## config.mk

```make
export PLATFORM = sky130hd
export DESIGN_NAME = logic16_arbiter
export DESIGN_NICKNAME = d
export VERILOG_FILES = /design/src/rtl/logic16_arbiter.sv
export SDC_FILE = /design/constraint.sdc
export NUM_CORES = 1
export LEC_CHECK = 0
export BUFFER_PORTS_ARGS = -buffer_cell sky130_fd_sc_hd__buf_2
export CORE_MARGIN = 1
export CORE_UTILIZATION = 50
export DETAILED_ROUTE_END_ITERATION = 16
export GPL_ROUTABILITY_DRIVEN = 0
export PLACE_DENSITY = 0.87
export SYNTH_ARGS = -nofsm -noshare
export SYNTH_HDL_FRONTEND = slang
export SYNTH_SLANG_ARGS = --single-unit
```

## constraint.sdc

```tcl
create_clock -name clk -period 2.7 [get_ports clk]
set_clock_uncertainty 0.2 [all_clocks]
set_input_delay 0.27 -clock clk [delete_from_list [all_inputs] [get_ports clk]]
set_output_delay 0.27 -clock clk [all_outputs]
set_load 0.02 [all_outputs]
```

## src/rtl/logic16_arbiter.sv

```systemverilog
// rtl/logic16_arbiter.sv - round-robin arbiter sharing one 16-bit AND/OR/XOR/NOT unit among four requesters
module logic16_arbiter #(
    parameter int WIDTH = 16
) (
    input  logic                 clk,
    input  logic                 rst_n,
    input  logic [3:0]           req,
    input  logic [4*WIDTH-1:0]   a_in,
    input  logic [4*WIDTH-1:0]   b_in,
    input  logic [7:0]           op_in,
    output logic [3:0]           gnt,
    output logic                 busy,
    output logic [WIDTH-1:0]     out,
    output logic [1:0]           out_id,
    output logic                 out_valid,
    input  logic                 out_ready
);

    localparam logic [1:0] S_IDLE = 2'b00;
    localparam logic [1:0] S_EXEC = 2'b01;
    localparam logic [1:0] S_RESP = 2'b10;

    localparam logic [1:0] OP_AND = 2'b00;
    localparam logic [1:0] OP_OR  = 2'b01;
    localparam logic [1:0] OP_XOR = 2'b10;

    logic [1:0]       r_state;
    logic [3:0]       r_gnt;
    logic [1:0]       r_last;
    logic [WIDTH-1:0] r_a;
    logic [WIDTH-1:0] r_b;
    logic [1:0]       r_op;
    logic [1:0]       r_idx;
    logic [WIDTH-1:0] r_out;
    logic [1:0]       r_out_id;
    logic             r_out_valid;

    logic [1:0]       w_win;
    logic             w_any;
    logic [WIDTH-1:0] w_result;

    // Search starts one past the last winner, so the previous owner ends up lowest priority.
    always_comb begin
        w_win = r_last;
        w_any = 1'b0;
        for (int k = 1; k <= 4; k++) begin
            if (!w_any && req[r_last + 2'(k)]) begin
                w_win = r_last + 2'(k);
                w_any = 1'b1;
            end
        end
    end

    always_comb begin
        w_result = '0;
        case (r_op)
            OP_AND:  w_result = r_a & r_b;
            OP_OR:   w_result = r_a | r_b;
            OP_XOR:  w_result = r_a ^ r_b;
            default: w_result = ~r_a;
        endcase
    end

    always_ff @(posedge clk or negedge rst_n) begin
        if (!rst_n) begin
            r_state     <= S_IDLE;
            r_gnt       <= 4'b0000;
            r_last      <= 2'd3;
            r_a         <= '0;
            r_b         <= '0;
            r_op        <= 2'b00;
            r_idx       <= 2'd0;
            r_out       <= '0;
            r_out_id    <= 2'd0;
            r_out_valid <= 1'b0;
        end else begin
            case (r_state)
                S_IDLE: begin
                    if (w_any) begin
                        r_gnt   <= 4'b0001 << w_win;
                        r_a     <= a_in[w_win*WIDTH +: WIDTH];
                        r_b     <= b_in[w_win*WIDTH +: WIDTH];
                        r_op    <= op_in[2*w_win +: 2];
                        r_idx   <= w_win;
                        r_last  <= w_win;
                        r_state <= S_EXEC;
                    end
                end
                S_EXEC: begin
                    r_out       <= w_result;
                    r_out_id    <= r_idx;
                    r_out_valid <= 1'b1;
                    r_gnt       <= 4'b0000;
                    r_state     <= S_RESP;
                end
                S_RESP: begin
                    // out keeps its value after the handshake; only the valid flag drops.
                    if (out_ready) begin
                        r_out_valid <= 1'b0;
                        r_state     <= S_IDLE;
                    end
                end
                default: begin
                    r_gnt       <= 4'b0000;
                    r_out_valid <= 1'b0;
                    r_state     <= S_IDLE;
                end
            endcase
        end
    end

    assign gnt       = r_gnt;
    assign busy      = (r_state != S_IDLE);
    assign out       = r_out;
    assign out_id    = r_out_id;
    assign out_valid = r_out_valid;

endmodule
```

==> metrics.txt <==
first-pass GRT wire length roughly 17 mm; hold path start out_ready; wire per inst ~15 um; Net Switching roughly 0.0028 W; hpwl dp about 8.0 mm; vias per cell 5.457; area delta synth->final 24.18%; drt first-iter violations around 160; # DRC 0; internal power approximately 0.0037 W; H-Tree Depth 3; number of I/O pins around 170; Area contributors post-synth dfrtp_1, mux2i_1, ha_1; Clk network pwr share about 14%; CP Launch Point r_last[1]; Die Width roughly 96 um; cell area after layout between 5000 and 6000 um^2; Rel. slew slack between 30% and 40%; asr flop ratio synth 100.0%; post-cts resize count 0; Sequential Power Share 29.2%; #FFs+latches synth 63; Peak VDD IR ~620 uV; clk sink count 63; Worst Path Arrival 2.44 ns; clk_lat worst skew 0.34 ns; most frequent cell after synthesis mux2i_1; setup TNS 0 ns; WHS roughly 0.019 ns; Comb pwr share 56.5%; Final min period around 2.5 ns; Sw Share a little over two fifths; final hold vios 0; global-route usage over all layers a little under a quarter; Power Density approximately 1200 nW/um^2; synth cell count leaders mux2i_1, dfrtp_1, nand2_1, inv_1, ha_1; Netlist cell types 32; Antenna diodes 0; RSZ-0062 raised after global routing false; post-route ant nets 0; initial antenna violation count 0; Slew Viols, Final 0; Leakage slightly below 3 nW; HP Class in2reg; Post-Synthesis Cells about 420; CTS tree yes; share of layout cells above drive strength 1 39.69%; vias in the first global route 3,688; Clock transition at path regs 0.07 ns; Max-cap violations 0; CTS max path bufs 2; WS Path Type reg2reg; Tcrit/Tclk final roughly 90%; Worst R2R Start r_last[1]; post-synth top area cell dfrtp_1; setup violators final 0; GR Overflow Total 0; die area just over 9000 um^2; outcome finished clean; Finished Layout Cells 687; drt pass-1 iters 4; Startpoint Class register; Num CTS Buffers 9; Avg Cell Area, Syn around 11 um^2; Tightest Pin Transition 0.9485 ns; Critical Path End Type register; Syn. warnings 0; Initial Utilization between 50% and 60%; I/O Buffers 166; nets ~750; largest net degree at the start of global routing 39; drt total wl between 10 and 15 mm; Main synth FF type dfrtp_1; Syn Std Cell Area ~4400 um^2; DP Area ~5200 um^2; CP Data Required Time ~2.7 ns; sequential area share after synthesis 35.85%; post-synth top area share between 30% and 40%; die height roughly 96 um; row cnt 33; crit-path max FO 28; Fmax between 0.4 and 0.5 GHz; CTS root buffer clkbuf_8; EDFF count, synth 0; routed vias between 3,000 and 4,000; Inst Count DP 670; Synthesized Nets between 500 and 600; Core ar. around 8400 um^2
final timing paths:
path | end | slack [ns] | cells past startpoint
max in group asynchronous | r_last[0] | 1.27 | 3
min | r_state[1] | 0.02 | 4
min in group asynchronous | out_id[1] | 0.32 | 2
max | r_b[6] | 0.23 | 5
max reg2reg | r_b[6] | 0.23 | 5
min reg2reg | out_valid | 0.28 | 1
placed cells by master (no fill, tap or decap), types with 17 or more instances in the layout:
cell type	count
dfrtp_1	61
mux2i_1	69
a21oi_1	18
inv_1	43
nor2_1	23
o221ai_2	18
nand2_1	50
o221ai_1	17
buf_2	166
ha_1	32
power groups by stage:
stage / logic (W) / registers, W / clock network [W]
detailed placement: 0.00369 / 0.00191 / 0
global route: 0.00409 / 0.00197 / 0.000978
CTS: 0.00372 / 0.00190 / 0.000950
floorplan: 0.00289 / 0.00193 / 0
global placement: 0.00348 / 0.00188 / 0
finish: 0.00367 / 0.00190 / 0.000932
through the flow:
| stage | power, W | utilization, % | worst slack, ns |
|---|---|---|---|
| detailed placement | 0.005598 | 62.46 | 0.2771 |
| global route | 0.007036 | 65.25 | 0.05030 |
| finish | 0.006500 | 65.25 | 0.2289 |
| global placement | 0.005359 | 62.46 | 0.4376 |
| floorplan | 0.004816 | - | 0.7490 |
| CTS | 0.006560 | 65.25 | 0.2355 |
kinds of logic after synthesis:
kind of cell / Yosys count / share of synthesized area (%)
AOI/OAI and AO/OA: 82 / 15.74
adders and majority gates: 32 / 9.091
buffers and inverters: 74 / 9.829
DFF: 63 / 35.85
muxes: 86 / 22.07
and+or+nand+nor: 82 / 7.415
layout make-up:
| cell class | count | area, um^2 |
|---|---|---|
| flip-flops and latches | 63 | 1579 |
| inverters | 44 | 165.2 |
| clock inverters | 3 | 65.06 |
| multi-input cells | 282 | 2404 |
| well taps | 105 | 131.4 |
| clock buffers | 13 | 158.9 |
| repair buffers | 177 | 965.9 |
| fillers | 687 | 2913 |
registers in the layout, summed over array words and instances (netlist names):
name	cells
r_op	2
out_id	2
r_idx	2
out	16
r_last	2
r_b	16
out_valid	1
r_state	2
gnt	4
r_a	16
routing by layer:
layer,global-route usage (%),routed length (um),vias to the layer above
met2,44.88,5493,151
met1,26.41,4179,1773
li1,-,-,1806
met4,8.955,183,0
met3,4.186,713,19
met5,0,0,-
timing repair:
| action | 4_1_cts | 5_1_grt |
|---|---|---|
| hold buffers | 1 | 0 |
| endpoints found under the hold margin | 29 | 0 |
| buffers inserted | 0 | 0 |
worst max-delay path, cell delays in order (launching register included):
cell and delay (ns):
dfstp_2 0.59, mux2i_1 0.34, o221a_4 0.47, buf_12 0.26
mux2i_1 0.28, o221ai_2 0.14
(Power assumes the default switching activity.)
